--- src/rtl/alu_pkg.sv ---
// Shared definitions for the ALU and its issue/writeback wrapper:
// aluc codes, MIPS opcode/funct encodings, flag bit positions and
// the per-operation flag mask.
package alu_pkg;

    // ALU operation codes
    localparam logic [3:0] ALUC_ADDU = 4'b0000;
    localparam logic [3:0] ALUC_SUBU = 4'b0001;
    localparam logic [3:0] ALUC_ADD  = 4'b0010;
    localparam logic [3:0] ALUC_SUB  = 4'b0011;
    localparam logic [3:0] ALUC_AND  = 4'b0100;
    localparam logic [3:0] ALUC_OR   = 4'b0101;
    localparam logic [3:0] ALUC_XOR  = 4'b0110;
    localparam logic [3:0] ALUC_NOR  = 4'b0111;
    localparam logic [3:0] ALUC_LUI  = 4'b1000;
    localparam logic [3:0] ALUC_SLTU = 4'b1010;
    localparam logic [3:0] ALUC_SLT  = 4'b1011;
    localparam logic [3:0] ALUC_SRA  = 4'b1100;
    localparam logic [3:0] ALUC_SRL  = 4'b1101;
    localparam logic [3:0] ALUC_SLL  = 4'b1110;

    // MIPS primary opcodes
    localparam logic [5:0] OP_RTYPE = 6'b000000;
    localparam logic [5:0] OP_ADDI  = 6'b001000;
    localparam logic [5:0] OP_ADDIU = 6'b001001;
    localparam logic [5:0] OP_SLTI  = 6'b001010;
    localparam logic [5:0] OP_SLTIU = 6'b001011;
    localparam logic [5:0] OP_ANDI  = 6'b001100;
    localparam logic [5:0] OP_ORI   = 6'b001101;
    localparam logic [5:0] OP_XORI  = 6'b001110;
    localparam logic [5:0] OP_LUI   = 6'b001111;

    // R-type funct codes
    localparam logic [5:0] FN_SLL  = 6'b000000;
    localparam logic [5:0] FN_SRL  = 6'b000010;
    localparam logic [5:0] FN_SRA  = 6'b000011;
    localparam logic [5:0] FN_SLLV = 6'b000100;
    localparam logic [5:0] FN_SRLV = 6'b000110;
    localparam logic [5:0] FN_SRAV = 6'b000111;
    localparam logic [5:0] FN_ADD  = 6'b100000;
    localparam logic [5:0] FN_ADDU = 6'b100001;
    localparam logic [5:0] FN_SUB  = 6'b100010;
    localparam logic [5:0] FN_SUBU = 6'b100011;
    localparam logic [5:0] FN_AND  = 6'b100100;
    localparam logic [5:0] FN_OR   = 6'b100101;
    localparam logic [5:0] FN_XOR  = 6'b100110;
    localparam logic [5:0] FN_NOR  = 6'b100111;
    localparam logic [5:0] FN_SLT  = 6'b101010;
    localparam logic [5:0] FN_SLTU = 6'b101011;

    // Bit positions inside the 4-bit {zero, carry, negative, overflow} vector
    localparam int FLAG_ZERO  = 3;
    localparam int FLAG_CARRY = 2;
    localparam int FLAG_NEG   = 1;
    localparam int FLAG_OVF   = 0;

    // Output register occupancy
    typedef enum logic {ST_EMPTY = 1'b0, ST_FULL = 1'b1} out_state_e;

    // Which flag bits carry meaning for a given operation; the rest read as 0
    function automatic logic [3:0] flag_mask(input logic [3:0] aluc);
        logic [3:0] m;
        m = 4'b0000;
        m[FLAG_ZERO] = 1'b1;
        m[FLAG_NEG]  = 1'b1;
        case (aluc)
            ALUC_ADDU, ALUC_SUBU, ALUC_SRA, ALUC_SRL, ALUC_SLL: m[FLAG_CARRY] = 1'b1;
            ALUC_ADD, ALUC_SUB:                                 m[FLAG_OVF]   = 1'b1;
            default:                                            m[FLAG_CARRY] = 1'b0;
        endcase
        return m;
    endfunction

endpackage

--- src/rtl/alu.sv ---
// 32-bit combinational ALU. Shifts take the amount from a[4:0] and shift b.
// carry is the unsigned carry-out for addu, the borrow for subu, and the
// last bit shifted out for shifts (0 for a shift by zero).
module alu
    import alu_pkg::*;
(
    input  logic [31:0] a,
    input  logic [31:0] b,
    input  logic [3:0]  aluc,
    output logic [31:0] r,
    output logic        zero,
    output logic        carry,
    output logic        negative,
    output logic        overflow
);

    logic [32:0] sum_s;
    logic [32:0] diff_s;
    logic [32:0] shl_s;
    logic [32:0] shr_s;
    logic [32:0] sar_s;

    assign sum_s  = {1'b0, a} + {1'b0, b};
    assign diff_s = {1'b0, a} - {1'b0, b};
    assign shl_s  = {1'b0, b} << a[4:0];
    assign shr_s  = {b, 1'b0} >> a[4:0];
    assign sar_s  = $unsigned($signed({b, 1'b0}) >>> a[4:0]);

    // Operation select with carry/overflow generation
    always_comb begin
        r        = 32'd0;
        carry    = 1'b0;
        overflow = 1'b0;
        case (aluc)
            ALUC_ADDU, ALUC_ADD: begin
                r        = sum_s[31:0];
                carry    = sum_s[32];
                overflow = (a[31] == b[31]) && (sum_s[31] != a[31]);
            end
            ALUC_SUBU, ALUC_SUB: begin
                r        = diff_s[31:0];
                carry    = diff_s[32];
                overflow = (a[31] != b[31]) && (diff_s[31] != a[31]);
            end
            ALUC_AND:  r = a & b;
            ALUC_OR:   r = a | b;
            ALUC_XOR:  r = a ^ b;
            ALUC_NOR:  r = ~(a | b);
            ALUC_LUI, 4'b1001: r = {b[15:0], 16'd0};
            ALUC_SLT:  r = {31'd0, ($signed(a) < $signed(b))};
            ALUC_SLTU: r = {31'd0, (a < b)};
            ALUC_SRA: begin
                r     = sar_s[32:1];
                carry = sar_s[0];
            end
            ALUC_SRL: begin
                r     = shr_s[32:1];
                carry = shr_s[0];
            end
            ALUC_SLL, 4'b1111: begin
                r     = shl_s[31:0];
                carry = shl_s[32];
            end
            default: r = 32'd0;
        endcase
    end

    assign zero     = (r == 32'd0);
    assign negative = r[31];

endmodule

--- src/rtl/alu_issue.sv ---
// Single-stage issue/writeback wrapper around alu: decodes a MIPS word,
// selects operands, and registers result/destination/flags behind a
// valid/ready handshake. Optional feature macro: ALU_TRAP_EN (overflow of
// add/addi/sub raises out_trap and suppresses the register write).
module alu_issue
    import alu_pkg::*;
(
    input  logic        clk,
    input  logic        rst_n,
    input  logic        in_valid,
    output logic        in_ready,
    input  logic [31:0] in_instr,
    input  logic [31:0] in_rs,
    input  logic [31:0] in_rt,
    output logic        out_valid,
    input  logic        out_ready,
    output logic        out_wen,
    output logic [4:0]  out_waddr,
    output logic [31:0] out_wdata,
    output logic [3:0]  out_flags,
    output logic        out_illegal,
    output logic        out_trap
);

    logic [5:0]  op_s, funct_s;
    logic [4:0]  rt_f_s, rd_f_s, shamt_s;
    logic [31:0] simm_s, zimm_s;
    logic        unused_s;

    assign op_s     = in_instr[31:26];
    assign rt_f_s   = in_instr[20:16];
    assign rd_f_s   = in_instr[15:11];
    assign shamt_s  = in_instr[10:6];
    assign funct_s  = in_instr[5:0];
    assign simm_s   = {{16{in_instr[15]}}, in_instr[15:0]};
    assign zimm_s   = {16'd0, in_instr[15:0]};
    assign unused_s = ^in_instr[25:21];

    logic        legal_s;
    logic [3:0]  aluc_s;
    logic [4:0]  dest_s;
    logic [31:0] a_s, b_s;

    // Decode op/funct into aluc, destination and operand selection
    always_comb begin
        legal_s = 1'b1;
        aluc_s  = ALUC_ADDU;
        dest_s  = rt_f_s;
        a_s     = in_rs;
        b_s     = zimm_s;
        case (op_s)
            OP_RTYPE: begin
                dest_s = rd_f_s;
                b_s    = in_rt;
                case (funct_s)
                    FN_ADD:  aluc_s = ALUC_ADD;
                    FN_ADDU: aluc_s = ALUC_ADDU;
                    FN_SUB:  aluc_s = ALUC_SUB;
                    FN_SUBU: aluc_s = ALUC_SUBU;
                    FN_AND:  aluc_s = ALUC_AND;
                    FN_OR:   aluc_s = ALUC_OR;
                    FN_XOR:  aluc_s = ALUC_XOR;
                    FN_NOR:  aluc_s = ALUC_NOR;
                    FN_SLT:  aluc_s = ALUC_SLT;
                    FN_SLTU: aluc_s = ALUC_SLTU;
                    FN_SLL:  begin aluc_s = ALUC_SLL; a_s = {27'd0, shamt_s};    end
                    FN_SRL:  begin aluc_s = ALUC_SRL; a_s = {27'd0, shamt_s};    end
                    FN_SRA:  begin aluc_s = ALUC_SRA; a_s = {27'd0, shamt_s};    end
                    FN_SLLV: begin aluc_s = ALUC_SLL; a_s = {27'd0, in_rs[4:0]}; end
                    FN_SRLV: begin aluc_s = ALUC_SRL; a_s = {27'd0, in_rs[4:0]}; end
                    FN_SRAV: begin aluc_s = ALUC_SRA; a_s = {27'd0, in_rs[4:0]}; end
                    default: legal_s = 1'b0;
                endcase
            end
            OP_ADDI:  begin aluc_s = ALUC_ADD;  b_s = simm_s; end
            OP_ADDIU: begin aluc_s = ALUC_ADDU; b_s = simm_s; end
            OP_SLTI:  begin aluc_s = ALUC_SLT;  b_s = simm_s; end
            OP_SLTIU: begin aluc_s = ALUC_SLTU; b_s = simm_s; end
            OP_ANDI:  aluc_s = ALUC_AND;
            OP_ORI:   aluc_s = ALUC_OR;
            OP_XORI:  aluc_s = ALUC_XOR;
            OP_LUI:   aluc_s = ALUC_LUI;
            default:  legal_s = 1'b0;
        endcase
    end

    logic [31:0] alu_r_s;
    logic        alu_z_s, alu_c_s, alu_n_s, alu_v_s;

    alu u_alu (
        .a        (a_s),
        .b        (b_s),
        .aluc     (aluc_s),
        .r        (alu_r_s),
        .zero     (alu_z_s),
        .carry    (alu_c_s),
        .negative (alu_n_s),
        .overflow (alu_v_s)
    );

    logic [31:0] wdata_d;
    logic [3:0]  flags_d;
    logic [4:0]  waddr_d;
    logic        trap_d, wen_d;

    assign wdata_d = legal_s ? alu_r_s : 32'd0;
    assign flags_d = legal_s ? ({alu_z_s, alu_c_s, alu_n_s, alu_v_s} & flag_mask(aluc_s)) : 4'b0000;
    assign waddr_d = legal_s ? dest_s : 5'd0;
`ifdef ALU_TRAP_EN
    assign trap_d  = legal_s && alu_v_s && ((aluc_s == ALUC_ADD) || (aluc_s == ALUC_SUB));
`else
    assign trap_d  = 1'b0;
`endif
    assign wen_d   = legal_s && (dest_s != 5'd0) && !trap_d;

    out_state_e state_q;
    logic       xfer_s;

    assign in_ready  = (state_q == ST_EMPTY) || out_ready;
    assign xfer_s    = in_valid && in_ready;
    assign out_valid = (state_q == ST_FULL);

    // Output register FSM: load on transfer, drain on out_ready, else hold
    always_ff @(posedge clk or negedge rst_n) begin
        if (!rst_n) begin
            state_q     <= ST_EMPTY;
            out_wen     <= 1'b0;
            out_waddr   <= 5'd0;
            out_wdata   <= 32'd0;
            out_flags   <= 4'b0000;
            out_illegal <= 1'b0;
            out_trap    <= 1'b0;
        end else begin
            case (state_q)
                ST_EMPTY, ST_FULL: begin
                    if (xfer_s) begin
                        state_q     <= ST_FULL;
                        out_wen     <= wen_d;
                        out_waddr   <= waddr_d;
                        out_wdata   <= wdata_d;
                        out_flags   <= flags_d;
                        out_illegal <= !legal_s;
                        out_trap    <= trap_d;
                    end else if (out_ready) begin
                        state_q <= ST_EMPTY;
                        out_wen <= 1'b0;
                    end else begin
                        state_q <= state_q;
                    end
                end
                default: begin
                    state_q <= ST_EMPTY;
                    out_wen <= 1'b0;
                end
            endcase
        end
    end

endmodule

--- config.mk ---
export PLATFORM = sky130hd
export DESIGN_NAME = alu_issue
export DESIGN_NICKNAME = d
export VERILOG_FILES = /design/src/rtl/alu_pkg.sv /design/src/rtl/alu.sv /design/src/rtl/alu_issue.sv
export SDC_FILE = /design/constraint.sdc
export NUM_CORES = 1
export LEC_CHECK = 0
export ABC_CLOCK_PERIOD_IN_PS = 2050
export CAP_MARGIN = 20
export CORE_ASPECT_RATIO = 1.25
export CORE_MARGIN = 2
export CORE_UTILIZATION = 25
export DETAILED_ROUTE_END_ITERATION = 10
export PLACE_DENSITY_LB_ADDON = 0.05
export SETUP_SLACK_MARGIN = 0.5
export SLEW_MARGIN = 25
export SYNTH_ARGS = -nofsm -noshare
export SYNTH_HDL_FRONTEND = slang
export SYNTH_SLANG_ARGS = --single-unit
export TNS_END_PERCENT = 5
--- constraint.sdc ---
create_clock -name clk -period 2.05 [get_ports clk]
set_input_delay 0.5125 -clock clk [delete_from_list [all_inputs] [get_ports clk]]
set_output_delay 0.5125 -clock clk [all_outputs]
set_load 0.03 [all_outputs]
Word-level counts from Yosys, hierarchy flattened. Index checks and enable logic that the tools add are counted.

Word-level logic and storage cells: 106. Output and inout port bits: 46. RAM bits: 0. Input port bits: 100. ROM bits: 0. Bits in latches: 0. Register bits: 44. Memories kept: 0.

Shift-type cells: 3. Equality and inequality tests: 42. Add/sub/neg operators: 2. Bitwise gates (word level): 6. $lt $le $gt $ge: 2. Div/mod/pow operators: 0. Multipliers: 0. Mux-type cells: 19. Reductions and logical operators: 26.

Operator list (number): 32-bit one-hot mux with 12 select lines (1); 32-bit one-hot mux with 2 select lines (2); 32-bit < comparator (2); 32-bit two-way mux (2); 6-bit equality test (second input constant) (10); 6-bit by 4-bit equality test with 1-bit output (second input constant) (8); 4-bit one-hot mux with 12 select lines (1); 32-bit by 32-bit adder with 33-bit output (1); 32-bit by 5-bit << shifter with 33-bit output (1); 33-bit by 5-bit right shift with 33-bit output (1); 33-bit by 5-bit >>> shifter with 33-bit output (1); 32-bit by 32-bit subtractor with 33-bit output (1); 32-bit bitwise AND (1); 4-bit equality test (second input constant) (8); 32-bit zero test (1); 32-bit inverter (1); 32-bit OR (1); 4-bit one-hot mux with 8 select lines (1); 32-bit XOR (1); 6-bit by 3-bit equality test with 1-bit output (second input constant) (3); 4-bit by 3-bit equality test with 1-bit output (second input constant) (4); 16-bit OR reduction (1); 2-bit OR reduction (8); 6-bit by 2-bit equality test with 1-bit output (second input constant) (2); other kinds (22) (37).

Logic depth before layout (Yosys ltp).
Depth in word-level cells: 10. Depth in mapped cells: 26. Depth with buffers taken out: 21.

Hierarchy. From an unflattened synthesis, not the netlist that was laid out.

Cell total of the unflattened synthesis: 1726. Area, all modules: 12849.8 um2.

Modules (own cells, without submodules): alu (cells each 1439, instances 1, area an instance 10242.3 um2, sequential area each 0.0 um2); alu_issue (cells each 287, instances 1, area an instance 2607.5 um2, sequential area each 1101.1 um2).

Worst setup path after synthesis. Ideal clock, no wire load.

Path type: input -> register. From: in in_instr[31]. To: reg out_flags[3]. Slack: -3.956 ns. Arrival time: 5.940 ns. Buffers on the path: 6. Stages: 26. Data required time: 1.984 ns. Library setup time: 0.066 ns. Path through: or4_1 -> buf_2 -> nor3_4 -> buf_4 -> nand3_1 -> and2_1 -> clkinv_1 -> buf_2 -> buf_2 -> buf_1 -> ha_1 -> clkbuf_1 -> nor2_1 -> o311ai_1 -> a31oi_1 -> o2111ai_1 -> a2111oi_0 -> o41ai_1 -> a21oi_1 -> a221oi_1 -> a221o_1 -> a21oi_2 -> o22ai_1 -> a2bb2o_2 -> nor4_1 -> a22o_1.

Longest elaborated chain between the ends: 9. Elaborated cells between the ends (all ways): 50. Those cells by class: 2 x add/sub; 2 x order compare; 23 x eq/ne; 3 x shift; 6 x mux; 5 x bitwise; 9 x reduce/logical.

Ends and longest elaborated chain: start: declaration (line alu_issue.sv:12) `input logic [31:0] in_instr,`; parallel branches: the longest is 8 deep, another holds 32-bit by 32-bit subtractor with 33-bit output; 4-bit two-way mux (*) (line alu_issue.sv:107) `assign flags_d = legal_s ? ({alu_z_s, alu_c_s, alu_n_s, alu_v_s} & flag_mask(aluc_s)) : 4'b0000;`; end signal: assignment (line alu_issue.sv:141) `out_flags <= flags_d;`; end: declaration (line alu_issue.sv:20) `output logic [3:0] out_flags,`.

Every way passes the cells marked *. A chain may end at the register's enable or synchronous reset.

Worst setup path in the final report.
From: in in_instr[29]. To: reg out_flags[3].

The elaborated chain is that of the path after synthesis.

==> flow_summary.toml <==
[global_route]
grt.met2_usage = 0.6422
grt_pass1_vias = 19200
busiest_layer = "met2"
use_met3 = 0.02926
antenna_found_initial = 5
gr-usage-all-layers = 0.3645
grt-ovfl-total = 0
grt_pass1_wl_um = 136000
grtUsageMet1 = 0.4305
grt_max_degree = 44

[cts]
clkSlewWorstSetupHoldPaths_ns = 0.07
cts_buffer_depth = 2
htreeDepth = 2
numCtsBuffers = 5
postCtsHoldBufs = 0
cts-root-buf = "clkbuf_16"
cts_tree = "done"
cts.sinks = 43
clk_latency_ns = 0.30

[finish]
multiInputGateArea_um2 = 11680
nNetsFinal = 3002
n_fill_cell = 5302
drive_gt1_frac = 0.4394
fin_area_um2 = 22470
ff_latch_area_um2 = 1076
areaGrowthSynthToFinish_pct = 78.76
post-route-util = 0.4536
instances_no_fill = 3457

[pwr]
vdd_drop_max_v = 0.0002187
power_w = 0.006805
cellLeakagePower_nw = 10.13
power_density_nw_per_um2 = 302.9

[floorplanning]
start_util = 0.2538
die_area_um2 = 52090
fp.dieH_um = 254.7
die_x_um = 204.5
ios = 146
rows = 91
core_um2 = 49530

[routing]
drt-pass1-iter-count = 5
viasPerCell = 5.596
drc_errors = 0
dr_total_vias = 19350
wl_per_cell_um = 28.09
drt_wl_total_um = 97100
postRouteAntennaNets = 0
drtIter0Drc = 1715

[synth]
syn-num-nets = 2098
synth_edf_count = 0
synth_top_family_by_area = "compound AO/OA/AOI/OAI gates"
synthAdderAreaFrac = 0.09975
yosysUniqueCellTypes = 103
synth_warnings = 0
synthFlopType = "dfrtp_1"
synth-simple-area-share = 0.2646
ys_seq_area_frac = 0.08561
synthesis.area_per_instance_um2 = 6.618
synth_cells = 1899
netlist_area_um2 = 12570
yosys.area_share.xor_xnor = 0.03763
synthMuxAreaShare = 0.02957
synth-seq-cells = 43
ys_async_sr_fraction = 1.000
synth-compound-area-share = 0.3979

[critical_path]
cp.arrival_ns = 5.42
start_kind = "input pin"
cp.required_ns = 2.28
endpoint_kind = "flop"
critPathKind = "input pin to flop"
cp_max_fo = 5

[placed_design]
dpl_cell_area_um2 = 20910
io_buffers = 139
gp_congestion = 1.051
hpwlAfterDp_um = 82560
dpl.cell_count = 3399

[sta]
min_period_over_period = 2.530
setup-violations-final = 36
maxSlewHeadroom = 0.4872
fmax_ghz = 0.1928
whs_ns = 0.2754
drv_slew = 0
fin_skew_ns = 0.009256
worstMarginPinSlew_ns = 0.7572
setup_slack_ns = -3.136
finalHoldViolCount = 0
finalCriticalPeriod_ns = 5.186
grt_setup_unrepaired = "yes"

[run_status]
status = "complete, but fails checks"
violations = "negative setup slack"

[run]
maxCapViolCount = 0

[min_path]
hold_path_class = "input pin to async pin"
cells in the mapped netlist, drive strengths merged (15+ instances only):
cell type / instances / area (um^2)
a211oi: 28 / 215.2
a21o: 27 / 202.7
a21oi: 169 / 868.3
a221oi: 17 / 148.9
a22o: 20 / 175.2
a22oi: 15 / 112.6
a31oi: 20 / 125.1
and2: 36 / 225.2
buf: 70 / 397.9
clkbuf: 74 / 277.8
dfrtp: 43 / 1076
ha: 97 / 1214
inv: 99 / 371.6
mux2i: 27 / 270.3
nand2: 198 / 762.0
nand2b: 20 / 125.1
nand3: 108 / 550.5
nor2: 158 / 618.1
nor2b: 15 / 93.84
nor3: 52 / 271.5
o211ai: 54 / 410.4
o21ai: 168 / 855.8
o221ai: 20 / 175.2
o22ai: 37 / 231.5
o31ai: 17 / 127.6
o32ai: 21 / 214.0
or2: 16 / 100.1
xnor2: 49 / 429.2
registers in the layout (all words and copies together), names as in the netlist:
name         count
out_illegal      1
out_wen          1
out_waddr        5
out_wdata       31
out_valid        1
out_flags        4
placed cells by master (no fill, tap or decap), types with 28 or more instances in the layout:
| master | synthesis | routed |
|---|---|---|
| nand2_1 | 196 | 190 |
| ha_1 | 97 | 80 |
| nor3_1 | 51 | 41 |
| o211ai_1 | 53 | 53 |
| xnor2_1 | 49 | 48 |
| inv_1 | 95 | 86 |
| nand3_1 | 106 | 104 |
| clkdlybuf4s50_1 | 0 | 81 |
| o21ai_0 | 158 | 132 |
| and2_1 | 36 | 31 |
| a21oi_1 | 163 | 137 |
| nor2_1 | 152 | 138 |
| a21oi_2 | 6 | 28 |
| buf_4 | 9 | 868 |
| o22ai_1 | 37 | 34 |
| dfrtp_1 | 43 | 43 |
through the flow:
step | TNS (ns) | worst slack (ns)
after floorplan | -85.03 | -3.204
after global placement | -121.83 | -4.062
after detailed placement | -124.65 | -4.274
after CTS | -83.76 | -3.092
after global routing | -90.37 | -3.327
final | -84.67 | -3.136
report_power, final:
part / internal [W] / switching (W) / total (W) / leakage, nW
clock network: 0.000462 / 0.000350 / 0.000812 / 0.0748
logic: 0.00231 / 0.00276 / 0.00507 / 9.47
registers: 0.000897 / 0.0000267 / 0.000924 / 0.584
what timing repair did:
item	CTS	global route
buffers inserted	39	7
pin swaps	62	46
cloned	2	0
endpoints found under the setup margin	87	67
gates resized for setup	314	104
hold endpoints to repair	0	0
worst paths after layout:
check                                  start  depth (start not counted)            end  slack (ns)
worst max-delay path            in_instr[29]                         23   out_flags[3]       -3.14
worst min-delay path                   rst_n                          2   out_waddr[2]        0.28
worst max register to register     out_valid                          7   out_flags[3]        0.22
worst min register to register  out_wdata[4]                          2   out_wdata[4]        0.48
max in group asynchronous              rst_n                          2  out_wdata[13]        1.38
min in group clk                out_wdata[4]                          2   out_wdata[4]        0.48
cells by family (layout without fill, tap and decap cells):
logic type / Yosys count / count (layout)
AO/OA/AOI/OAI: 742 / 742
XOR/XNOR: 54 / 54
adder cells (fa/ha/maj): 99 / 99
buffers and inverters: 246 / 1151
flip-flops: 43 / 43
multiplexers: 35 / 35
other: 1 / 3
AND/OR/NAND/NOR: 679 / 679
metal layers:
layer	vias up	share of wire
met5	-	0.00024
met4	4	0.071
met3	236	0.052
met2	766	0.48
met1	9436	0.39
li1	8904	-
worst max-delay path, stage by stage:
cell and delay, ns:
buf_6 0.09, or4_4 0.56, nor3_4 0.23, buf_6 0.15
buf_8 0.14, mux2i_4 0.28, inv_2 0.08, ha_4 0.24
a21o_1 0.18, a21o_1 0.18, or3_1 0.34, o21bai_1 0.17
buf_4 0.16, a31oi_4 0.09, a311o_1 0.46, o41ai_4 0.43
buf_4 0.17, o211ai_1 0.09, o21ai_1 0.12, o22ai_1 0.11
a2bb2o_4 0.24, nor4_4 0.25, a22o_1 0.15
final cells by class:
class,count,area share
Timing Repair Buffer,1041,0.3714
Clock buffer,5,0.005569
Sequential cell,43,0.04789
Clock inverter,3,0.001170
Inverter,102,0.01760
Multi-Input combinational cell,1610,0.5199
Antenna cell,2,0.0002228
Tap cell,651,0.03626
(Power assumes the default switching activity.)
